`src/rtl/fp_int_weight_serializer.sv`:
```
// Bit-serial weight transmitter for fp_int_mac: one parallel word in, one weight bit per clk out.
// Optional macro WSER_LSB_FIRST_EN: emit LSB first instead of MSB (sign) first.
module fp_int_weight_serializer #(
    parameter int ACT_WIDTH = 16,
    parameter int MAX_PREC  = 8,
    parameter int CNT_WIDTH = 16
) (
    input  logic                 clk,
    input  logic                 rst,
    input  logic                 in_valid,
    output logic                 in_ready,
    input  logic [ACT_WIDTH-1:0] in_act,
    input  logic [MAX_PREC-1:0]  in_w,
    input  logic [3:0]           in_precision,
    output logic                 valid,
    output logic [ACT_WIDTH-1:0] act,
    output logic                 w,
    output logic [3:0]           precision,
    output logic                 last,
    output logic                 err,
    output logic [CNT_WIDTH-1:0] word_cnt
);

    typedef enum logic {
        IDLE,
        SHIFT
    } state_t;

    localparam logic [3:0] MAXP = 4'(MAX_PREC);

    state_t               state_q, state_d;
    logic                 pb_full_q, pb_full_d;
    logic [ACT_WIDTH-1:0] pb_act_q, pb_act_d;
    logic [MAX_PREC-1:0]  pb_w_q, pb_w_d;
    logic [3:0]           pb_prec_q, pb_prec_d;
    logic [MAX_PREC-1:0]  sr_q, sr_d;
    logic [ACT_WIDTH-1:0] act_q, act_d;
    logic [3:0]           prec_q, prec_d;
    logic [3:0]           idx_q, idx_d;
    logic [CNT_WIDTH-1:0] cnt_q, cnt_d;
    logic                 err_q, err_d;

    logic                 prec_ok;
    logic                 accept;
    logic                 push;
    logic                 is_last;
    logic                 bypass;
    logic                 pop;
    logic                 load;
    logic [3:0]           last_idx;
    logic [3:0]           new_prec;
    logic [MAX_PREC-1:0]  bit_sel;

    // Handshake, bit selection and word-boundary decisions
    always_comb begin
        prec_ok  = (in_precision != 4'd0) && (in_precision <= MAXP);
        in_ready = !pb_full_q && !rst;
        accept   = in_valid && in_ready;
        push     = accept && prec_ok;
`ifdef WSER_LSB_FIRST_EN
        last_idx = prec_q - 4'd1;
`else
        last_idx = 4'd0;
`endif
        is_last  = (state_q == SHIFT) && (idx_q == last_idx);
        // A word arriving on the final bit with PB empty goes straight into SR
        bypass   = is_last && !pb_full_q && push;
        pop      = pb_full_q && ((state_q == IDLE) || is_last);
        load     = pop || bypass;
        new_prec = pop ? pb_prec_q : in_precision;
        bit_sel  = MAX_PREC'(1) << idx_q;
        valid    = (state_q == SHIFT);
        w        = valid && |(sr_q & bit_sel);
        last     = is_last;
        act      = act_q;
        precision = prec_q;
        err      = err_q;
        word_cnt = cnt_q;
    end

    // Next-state for FSM, shift register, prefetch buffer and counters
    always_comb begin
        state_d   = state_q;
        pb_full_d = (pb_full_q && !pop) || (push && !bypass);
        pb_act_d  = pb_act_q;
        pb_w_d    = pb_w_q;
        pb_prec_d = pb_prec_q;
        sr_d      = sr_q;
        act_d     = act_q;
        prec_d    = prec_q;
        idx_d     = idx_q;
        cnt_d     = cnt_q;
        err_d     = accept && !prec_ok;

        if (push && !bypass) begin
            pb_act_d  = in_act;
            pb_w_d    = in_w;
            pb_prec_d = in_precision;
        end

        if (is_last && !(&cnt_q)) begin
            cnt_d = cnt_q + CNT_WIDTH'(1);
        end

        case (state_q)
            IDLE: begin
                if (pb_full_q) begin
                    state_d = SHIFT;
                end
            end
            SHIFT: begin
                if (is_last) begin
                    state_d = load ? SHIFT : IDLE;
                end else begin
`ifdef WSER_LSB_FIRST_EN
                    idx_d = idx_q + 4'd1;
`else
                    idx_d = idx_q - 4'd1;
`endif
                end
            end
            default: state_d = IDLE;
        endcase

        if (load) begin
            sr_d   = pop ? pb_w_q : in_w;
            act_d  = pop ? pb_act_q : in_act;
            prec_d = new_prec;
`ifdef WSER_LSB_FIRST_EN
            idx_d  = 4'd0;
`else
            idx_d  = new_prec - 4'd1;
`endif
        end
    end

    // State registers, cleared asynchronously
    always_ff @(posedge clk or posedge rst) begin
        if (rst) begin
            state_q   <= IDLE;
            pb_full_q <= 1'b0;
            pb_act_q  <= '0;
            pb_w_q    <= '0;
            pb_prec_q <= '0;
            sr_q      <= '0;
            act_q     <= '0;
            prec_q    <= '0;
            idx_q     <= '0;
            cnt_q     <= '0;
            err_q     <= 1'b0;
        end else begin
            state_q   <= state_d;
            pb_full_q <= pb_full_d;
            pb_act_q  <= pb_act_d;
            pb_w_q    <= pb_w_d;
            pb_prec_q <= pb_prec_d;
            sr_q      <= sr_d;
            act_q     <= act_d;
            prec_q    <= prec_d;
            idx_q     <= idx_d;
            cnt_q     <= cnt_d;
            err_q     <= err_d;
        end
    end

endmodule

```
`config.mk`:
```
export PLATFORM = sky130hd
export DESIGN_NAME = fp_int_weight_serializer
export DESIGN_NICKNAME = d
export VERILOG_FILES = /design/src/rtl/fp_int_weight_serializer.sv
export SDC_FILE = /design/constraint.sdc
export NUM_CORES = 1
export LEC_CHECK = 0
export CAP_MARGIN = 5
export CORE_ASPECT_RATIO = 0.75
export CORE_MARGIN = 5
export CORE_UTILIZATION = 40
export DETAILED_ROUTE_END_ITERATION = 6
export DONT_BUFFER_PORTS = 1
export PLACE_DENSITY_LB_ADDON = 0.12
export RECOVER_POWER = 25
export SLEW_MARGIN = 20
export SYNTH_ARGS = -nofsm -noshare
export SYNTH_HDL_FRONTEND = slang
export SYNTH_SLANG_ARGS = --single-unit
```
`constraint.sdc`:
```
create_clock -name clk -period 2.65 [get_ports clk]
set_clock_uncertainty 0.05 [all_clocks]
set_input_delay 0.3975 -clock clk [delete_from_list [all_inputs] [get_ports clk]]
set_output_delay 0.3975 -clock clk [all_outputs]
set_load 0.01 [all_outputs]
```
==> impl_metrics.env, run 1 <==
export IMPL_cts_buffer_depth=2
export IMPL_setup_violations=0
export IMPL_worst_hold_slack_ps=155
export IMPL_leakage_nw=2.03
export IMPL_wire_per_inst_um=18.7
export IMPL_core_area_mm2=0.00954
export IMPL_synth_distinct_cells=46
export IMPL_dp_final_hpwl_mm=5.65
export IMPL_synth_most_common_cell="dfrtp_1"
export IMPL_tritoncts="built"
export IMPL_ys_seq_elements=79
export IMPL_hp_class="in -> reg"
export IMPL_grt_usage_pct=15.4
export IMPL_first_global_vias=2539
export IMPL_layout_setup_ws_ps=239
export IMPL_syn_nets=347
export IMPL_dieArea_mm2=0.0117
export IMPL_cp_required_ps=2810
export IMPL_synthTopCellsByArea="dfrtp_1 (51%), mux2i_1 (8.1%), mux2_4 (7.8%), o21ai_0 (7.2%), mux2_2 (4.4%)"
export IMPL_start_kind="flip-flop"
export IMPL_dpl_cell_count=438
export IMPL_port_buffers=0
export IMPL_crit_type="reg -> reg"
export IMPL_syn_to_final_growth_pct=12.5
export IMPL_die_w_um=123
export IMPL_netlist_area_mm2=0.00385
export IMPL_place_area_mm2=0.00402
export IMPL_yosysWarnings=0
export IMPL_dieHeight_um=94.9
export IMPL_period_needed_ps=2410
export IMPL_path_max_fanout=29
export IMPL_drv_cap=1
export IMPL_firstDrtPassIters=4
export IMPL_synth_flop_cell="dfrtp_1"
export IMPL_synth_area_leader_cell="dfrtp_1"
export IMPL_route_detailed_drc=0
export IMPL_utilization_pct=45.4
export IMPL_drv_slew=80
export IMPL_drive_above_1_share_pct=23.3
export IMPL_dp_slack_ps=221
export IMPL_place_congestion=0.741
export IMPL_layout_cells_non_filler=454
export IMPL_routed_wl_mm=8.48
export IMPL_num_vias=2437
export IMPL_num_fill_cells=927
export IMPL_p_per_area_mw_per_mm2=1180
export IMPL_final_cell_area_mm2=0.00433
export IMPL_final_net_count=350
export IMPL_max_freq_ghz=0.415
export IMPL_grt_setup_unrepaired="no"
export IMPL_vdd_drop_max_mv=0.471
export IMPL_syn_area_per_cell_um2=12.2
export IMPL_grt_pass1_wl_mm=13.7
export IMPL_finalCritPeriodShare_pct=91.0
export IMPL_cts_buffers_inserted=9
export IMPL_num_antenna_cells=0
export IMPL_netlist_instances=314
export IMPL_antenna_found_initial=0
export IMPL_row_count=31
export IMPL_synth_top_cell_area_share_pct=51.4
export IMPL_worstMarginPinSlew_ps=1970
export IMPL_grt_ovfl_total=0
export IMPL_viasPerCell=5.37
export IMPL_max_slew_margin_rel_pct=-31.4
export IMPL_clock_sinks=79
export IMPL_arrival_ps=2570
export IMPL_drtIter0Drc=116
export IMPL_yosys_top_cells_count="dfrtp_1 (79), o21ai_0 (55), mux2i_1 (31), mux2_4 (20), mux2_2 (15)"
export IMPL_synthArstFlopShare_pct=100
export IMPL_cp_end_kind="flip-flop"
export IMPL_ctsHtreeMaxLevel=3
export IMPL_start_util_pct=40.3
export IMPL_cts_clk_slew_worst_paths_ps=60
export IMPL_post_cts_repair_setup_buffers=0
export IMPL_seq_area_frac_synth_pct=51.4
export IMPL_grt_max_degree=80
export IMPL_failed_checks="capacitance limit, slew limit"
export IMPL_ios=72
export IMPL_cts_root_buf="clkbuf_16"
export IMPL_detail_route_antenna_nets=0
export IMPL_hold_viol=0
export IMPL_fin_setup_tns_ps=0
export IMPL_status="finished, violations left"
export IMPL_cts_resized=0
export IMPL_holdBufCountCts=0
export IMPL_power_total_mw=5.13
export IMPL_clock_latency_ps=330
export IMPL_synth_edff_count=0
==> sequential cells by signal, indices dropped and copies added, names as in the netlist, 4 cells and up <==
name / cells
pb_act_q: 16
word_cnt: 16
pb_prec_q: 4
act: 16
precision: 4
pb_w_q: 8
sr_q: 8
idx_q: 4
==> critical path, stage by stage, from the launching register on <==
cell and delay (ps):
dfrtp_1 470, o41a_1 460, buf_4 240, or2_2 330
o21ai_0 180, ha_1 220, mux2i_1 90, a21oi_1 150
o31ai_1 80
==> logic make-up after synthesis <==
| family | count (synthesis) | share of synthesized area (%) |
|---|---|---|
| flip-flops | 79 | 51.4 |
| AO/OA/AOI/OAI | 75 | 12.1 |
| multiplexers | 68 | 21.5 |
| AND/OR/NAND/NOR | 49 | 7.55 |
| buffers and inverters | 27 | 3.61 |
| XOR/XNOR | 14 | 3.19 |
| adder cells (fa/ha/maj) | 2 | 0.651 |
==> metal layers <==
layer | GRT usage [%] | vias to the layer above | routed length [µm]
li1 | - | 1159 | -
met2 | 21.8 | 58 | 3700
met1 | 20.5 | 1214 | 3840
met4 | 3.78 | 0 | 67
met5 | 0 | - | 0
met3 | 8.68 | 6 | 877
==> cell type report <==
cell class	instances	area, µm²	area share, %
inverter	6	23.8	0.549
sequential	79	1980	45.7
clock buffer	10	229	5.29
tap	132	165	3.82
timing repair buffer	13	108	2.49
multi-input combinational	208	1740	40.2
clock inverter	6	85.1	1.97
==> power breakdown <==
group          switching [mW]  leakage [nW]  internal (mW)  total, mW
registers               0.501         0.979           1.72       2.22
logic                   0.762         0.906          0.840       1.60
clock network           0.483         0.148          0.821       1.30
total                    1.75          2.03           3.38       5.13
==> cells in the final DEF (no fill, tap or decap), types with 6 or more instances in the layout <==
cell type and n:
dfrtp_1 79, o21ai_0 55, mux2i_1 31, mux2_4 20, mux2_2 15, buf_4 11, xnor2_1 9, clkbuf_16 9
nand2_1 7, nand4_1 7, nor2_1 6
==> worst paths after layout <==
kind	from	to	slack, ps	cells after the start
worst max-delay path	idx_q[2]$_DFFE_PP0P_	idx_q[2]$_DFFE_PP0P_	240	8
worst min-delay path	in_act[3]	pb_act_q[3]$_DFFE_PP0P_	150	1
worst max register to register	idx_q[2]$_DFFE_PP0P_	idx_q[2]$_DFFE_PP0P_	240	8
worst min register to register	pb_act_q[15]$_DFFE_PP0P_	pb_act_q[15]$_DFFE_PP0P_	450	1
max in group asynchronous	rst	word_cnt[4]$_DFFE_PP0P_	750	2
min in group asynchronous	rst	pb_full_q$_DFF_PP0_	630	2
No activity file was read; power rests on OpenSTA's default activity.
==> run 2: changes to the inputs <==
--- a/config.mk
+++ b/config.mk
@@ -7,7 +7,6 @@
 export LEC_CHECK = 0
 export CAP_MARGIN = 5
 export CORE_ASPECT_RATIO = 0.75
-export CORE_MARGIN = 5
 export CORE_UTILIZATION = 40
 export DETAILED_ROUTE_END_ITERATION = 6
 export DONT_BUFFER_PORTS = 1
==> run 2 against run 1 <==
Against the previous run: the flow still finishes with violations (capacitance limit, slew limit); critical endpoint unchanged; register-to-register slack got worse by 50 ps; sequential share of layout area rose by 0.49 points; non-clock buffer count rose by 1.
==> impl_metrics.env, run 2 (synthesized netlist as in run 1, its figures left out) <==
export IMPL_layout_cells_non_filler=451
export IMPL_num_fill_cells=856
export IMPL_grt_max_degree=80
export IMPL_start_kind="flip-flop"
export IMPL_final_common_cell="dfrtp_1"
export IMPL_drv_slew=80
export IMPL_reg2reg_depth=7
export IMPL_p_per_area_mw_per_mm2=1160
export IMPL_arrival_ps=2610
export IMPL_dp_final_hpwl_mm=5.46
export IMPL_switchingPower_mw=1.74
export IMPL_port_buffers=0
export IMPL_cts_clk_slew_worst_paths_ps=60
export IMPL_leakage_nw=2.02
export IMPL_vdd_drop_max_mv=0.520
export IMPL_max_slew_margin_rel_pct=-32.2
export IMPL_path_max_fanout=7
export IMPL_path_delay_family="compound AO/OA/AOI/OAI gates"
export IMPL_swShare_pct=35.0
export IMPL_p_clk_share_pct=23.2
export IMPL_drive_above_1_share_pct=23.2
export IMPL_tritoncts="built"
export IMPL_drv_cap=1
export IMPL_finalCritPeriodShare_pct=92.8
export IMPL_worst_hold_slack_ps=158
export IMPL_drtIter0Drc=118
export IMPL_grt_usage_pct=18.0
export IMPL_die_w_um=115
export IMPL_cp_end_kind="flip-flop"
export IMPL_worstMarginPinSlew_ps=1980
export IMPL_wire_per_inst_um=18.4
export IMPL_failed_checks="capacitance limit, slew limit"
export IMPL_crit_slowest_cell="dfrtp_1"
export IMPL_grt_ovfl_total=0
export IMPL_status="finished, violations left"
export IMPL_crit_buf_inv=0
export IMPL_crit_path_cell_trace="o41a_1 -> nor2_1 -> mux2_2 -> ha_1 -> nor3b_1 -> a21oi_1 -> o31ai_1"
export IMPL_holdBufCountCts=0
export IMPL_first_global_vias=2516
export IMPL_syn_to_final_growth_pct=11.3
export IMPL_clock_latency_ps=330
export IMPL_place_congestion=0.750
export IMPL_comb_power_share_pct=32.4
export IMPL_period_needed_ps=2460
export IMPL_hold_viol=0
export IMPL_cp_required_ps=2810
export IMPL_max_freq_ghz=0.407
export IMPL_route_detailed_drc=0
export IMPL_dieHeight_um=86.9
export IMPL_slowest_delay_ps=480
export IMPL_start_util_pct=41.8
export IMPL_hold_depth=1
export IMPL_viasPerCell=5.49
export IMPL_dieArea_mm2=0.0100
export IMPL_ctsHtreeMaxLevel=3
export IMPL_cts_buffer_depth=2
export IMPL_firstDrtPassIters=4
export IMPL_dpl_cell_count=435
export IMPL_p_int_mw=3.24
export IMPL_grt_setup_unrepaired="no"
export IMPL_cp_depth=7
export IMPL_antenna_found_initial=0
export IMPL_setup_violations=0
export IMPL_utilization_pct=46.6
export IMPL_layout_common_cells="dfrtp_1 (79), o21ai_0 (55), mux2i_1 (31)"
export IMPL_num_antenna_cells=0
export IMPL_grt_pass1_wl_mm=13.4
export IMPL_core_area_mm2=0.00920
export IMPL_post_cts_repair_setup_buffers=0
export IMPL_cts_resized=0
export IMPL_num_vias=2475
export IMPL_cts_buffers_inserted=9
export IMPL_clock_sinks=79
export IMPL_p_seq_share_pct=44.4
export IMPL_detail_route_antenna_nets=0
export IMPL_crit_type="reg -> reg"
export IMPL_hp_class="in -> reg"
export IMPL_final_net_count=351
export IMPL_row_count=30
export IMPL_ios=72
export IMPL_fin_setup_tns_ps=0
export IMPL_cts_root_buf="clkbuf_16"
export IMPL_routed_wl_mm=8.29
[run 2: cell count changes in the layout (fill, tap and decap cells not counted), sizes merged]
cell / before / now
bufinv: 2 / 0
buf: 12 / 13
clkinvlp: 3 / 2
clkbuf: 11 / 14
[run 2: worst reg2reg max path, cell delays in order, from the launching register on]
cell and delay, ps:
dfrtp_1 480, o41a_1 470, nor2_1 360, mux2_2 390, ha_1 240, nor3b_1 150, a21oi_1 120, o31ai_1 80
[run 2: area by class of cell]
| type | count | area [µm²] | area share, % |
|---|---|---|---|
| multi-input cells | 208 | 1740 | 40.6 |
| flip-flops and latches | 79 | 1980 | 46.2 |
| clock inverters | 3 | 17.5 | 0.409 |
| well taps | 128 | 160 | 3.74 |
| clock buffers | 13 | 260 | 6.08 |
| inverters | 6 | 23.8 | 0.555 |
| repair buffers | 14 | 103 | 2.40 |
[run 2: routing by layer]
layer / wire length (µm) / global-route usage [%]
met5: 0 / 0
met4: 102 / 6.73
met3: 616 / 7.24
met2: 3620 / 25.6
met1: 3950 / 24.4
[run 2: path summary, 6_finish.rpt]
path                                  startpoint                 endpoint  slack, ps
min in group asynchronous                    rst  pb_act_q[8]$_DFFE_PP0P_        650
min                                    in_act[0]  pb_act_q[0]$_DFFE_PP0P_        160
max                         idx_q[2]$_DFFE_PP0P_     idx_q[2]$_DFFE_PP0P_        190
max in group asynchronous                    rst       act[1]$_DFFE_PP0N_        740
max reg2reg                 idx_q[2]$_DFFE_PP0P_     idx_q[2]$_DFFE_PP0P_        190
min reg2reg                pb_w_q[0]$_DFFE_PP0P_    pb_w_q[0]$_DFFE_PP0P_        460
[run 2: metrics by stage]
stage / cell area (µm²) / power [mW] / setup slack, ps
floorplan: 3850 / 3.41 / 2.68
global placement: 4010 / 3.83 / 191
detailed placement: 4010 / 3.87 / 138
CTS: 4290 / 5.06 / 195
global route: 4280 / 5.33 / 65.7
finish: 4280 / 4.99 / 192
[run 2: power by group through the flow]
stage / clock network [mW] / logic [mW] / registers (mW)
after floorplan: 0 / 1.34 / 2.07
final: 1.16 / 1.62 / 2.21
after CTS: 1.20 / 1.64 / 2.22
after global routing: 1.24 / 1.79 / 2.29
after global placement: 0 / 1.61 / 2.22
after detailed placement: 0 / 1.64 / 2.23
==> run 3: changes to the inputs <==
--- a/config.mk
+++ b/config.mk
@@ -6,6 +6,8 @@
 export NUM_CORES = 1
 export LEC_CHECK = 0
 export CAP_MARGIN = 5
+export CELL_PAD_IN_SITES_DETAIL_PLACEMENT = 1
+export CELL_PAD_IN_SITES_GLOBAL_PLACEMENT = 1
 export CORE_ASPECT_RATIO = 0.75
 export CORE_UTILIZATION = 40
 export DETAILED_ROUTE_END_ITERATION = 6
==> run 3 against run 2 <==
Against the previous run: the run still ends with capacitance limit, slew limit left; critical endpoint unchanged; sequential share of layout area fell by 0.70 points; setup slack improved by 29 ps; first-iteration DRC count rose by 3.4%.
==> impl_metrics.env, run 3 (synthesized netlist as in run 1, its figures left out) <==
export IMPL_row_count=30
export IMPL_slowest_delay_ps=480
export IMPL_clock_sinks=79
export IMPL_cts_clk_slew_worst_paths_ps=60
export IMPL_grt_pass1_wl_mm=14.3
export IMPL_drive_above_1_share_pct=23.4
export IMPL_grt_ovfl_total=0
export IMPL_p_seq_share_pct=42.1
export IMPL_num_antenna_cells=0
export IMPL_crit_buf_inv=0
export IMPL_failed_checks="capacitance limit, slew limit"
export IMPL_swShare_pct=33.8
export IMPL_cts_resized=0
export IMPL_detail_route_antenna_nets=0
export IMPL_leakage_nw=2.05
export IMPL_hold_viol=0
export IMPL_final_net_count=349
export IMPL_firstDrtPassIters=4
export IMPL_antenna_found_initial=0
export IMPL_num_vias=2455
export IMPL_wire_per_inst_um=19.2
export IMPL_num_fill_cells=972
export IMPL_grt_usage_pct=19.0
export IMPL_cp_required_ps=2820
export IMPL_hp_class="in -> reg"
export IMPL_hold_start="in_precision[1]"
export IMPL_p_clk_share_pct=27.1
export IMPL_reg2reg_slack_ps=220
export IMPL_finalCritPeriodShare_pct=91.7
export IMPL_utilization_pct=47.3
export IMPL_reg2reg_depth=7
export IMPL_die_w_um=115
export IMPL_crit_slowest_cell="dfrtp_1"
export IMPL_dp_final_hpwl_mm=5.81
export IMPL_path_delay_family="compound AO/OA/AOI/OAI gates"
export IMPL_layout_setup_ws_ps=221
export IMPL_drv_slew=80
export IMPL_p_int_mw=3.49
export IMPL_reg2reg_from="idx_q[2]$_DFFE_PP0P_"
export IMPL_holdBufCountCts=0
export IMPL_min_to="pb_prec_q[1]$_DFFE_PP0P_"
export IMPL_p_per_area_mw_per_mm2=1210
export IMPL_hold_depth=1
export IMPL_worst_hold_slack_ps=152
export IMPL_final_common_cell="dfrtp_1"
export IMPL_grt_max_degree=80
export IMPL_syn_to_final_growth_pct=13.0
export IMPL_comb_power_share_pct=30.7
export IMPL_cts_buffers_inserted=9
export IMPL_place_area_mm2=0.00401
export IMPL_path_max_fanout=7
export IMPL_start_kind="flip-flop"
export IMPL_cp_end_kind="flip-flop"
export IMPL_start_util_pct=41.8
export IMPL_route_detailed_drc=0
export IMPL_switchingPower_mw=1.78
export IMPL_setup_violations=0
export IMPL_crit_type="reg -> reg"
export IMPL_ios=72
export IMPL_reg2reg_to="idx_q[2]$_DFFE_PP0P_"
export IMPL_tritoncts="built"
export IMPL_viasPerCell=5.47
export IMPL_max_freq_ghz=0.412
export IMPL_crit_path_cell_trace="o41a_1 -> nor2_1 -> mux2_2 -> ha_1 -> nor3b_1 -> a21oi_1 -> o31ai_1"
export IMPL_first_global_vias=2681
export IMPL_drtIter0Drc=122
export IMPL_worstMarginPinSlew_ps=1980
export IMPL_final_cell_area_mm2=0.00435
export IMPL_ctsHtreeMaxLevel=3
export IMPL_fin_setup_tns_ps=0
export IMPL_arrival_ps=2600
export IMPL_dieHeight_um=86.9
export IMPL_post_cts_repair_setup_buffers=0
export IMPL_port_buffers=0
export IMPL_status="finished, violations left"
export IMPL_vdd_drop_max_mv=0.443
export IMPL_layout_common_cells="dfrtp_1 (79), o21ai_0 (55), mux2i_1 (31)"
export IMPL_dieArea_mm2=0.0100
export IMPL_period_needed_ps=2430
export IMPL_routed_wl_mm=8.64
export IMPL_dp_slack_ps=153
export IMPL_max_slew_margin_rel_pct=-32.0
export IMPL_cts_root_buf="clkbuf_16"
export IMPL_clock_latency_ps=340
export IMPL_core_area_mm2=0.00920
export IMPL_grt_setup_unrepaired="no"
export IMPL_place_congestion=0.770
export IMPL_drv_cap=1
export IMPL_cts_buffer_depth=2
==> run 3: worst reg2reg max path, delay by kind of cell, from the launching register on <==
kind | cells | cell delay, ps
compound gates | 3 | 660
flops | 1 | 480
simple gates | 2 | 480
mux | 1 | 390
fa+ha+maj | 1 | 240
==> run 3: final cells by class <==
type	instances	area (µm²)	share of cell area, %
flip-flops and latches	79	1980	45.5
multi-input cells	208	1740	40.0
clock buffers	10	239	5.50
well taps	128	160	3.68
clock inverters	6	108	2.47
repair buffers	12	100	2.30
inverters	6	23.8	0.547
==> run 3: worst max path at each step <==
stage,endpoint,startpoint,cells after the start
floorplan,pb_act_q[0]$_DFFE_PP0P_,rst,6
global placement,idx_q[2]$_DFFE_PP0P_,in_precision[0],9
detailed placement,idx_q[2]$_DFFE_PP0P_,in_precision[0],9
CTS,idx_q[2]$_DFFE_PP0P_,idx_q[2]$_DFFE_PP0P_,7
global route,idx_q[2]$_DFFE_PP0P_,idx_q[2]$_DFFE_PP0P_,8
finish,idx_q[2]$_DFFE_PP0P_,idx_q[2]$_DFFE_PP0P_,7
==> run 3: per-layer routing <==
metal / vias up / share of wire, % / global-route usage (%)
li1: 1149 / - / -
met4: 0 / 1.1 / 5.67
met1: 1240 / 44 / 23.6
met2: 56 / 48 / 30.0
met3: 10 / 7.7 / 8.21
met5: - / 0 / 0
==> run 3: power by group through the flow <==
stage,sequential (mW),clock (mW),combinational [mW]
2_1_floorplan,2.07,0,1.34
3_3_place_gp,2.23,0,1.60
3_5_place_dp,2.24,0,1.64
4_1_cts,2.23,1.48,1.65
5_1_grt,2.30,1.52,1.80
6_report,2.22,1.43,1.62
==> run 3: through the flow <==
stage                     instances  power (mW)
after floorplan                 314        3.41
final                           449        5.27
after global routing            449        5.62
after global placement          433        3.82
after detailed placement        433        3.88
after CTS                       449        5.35
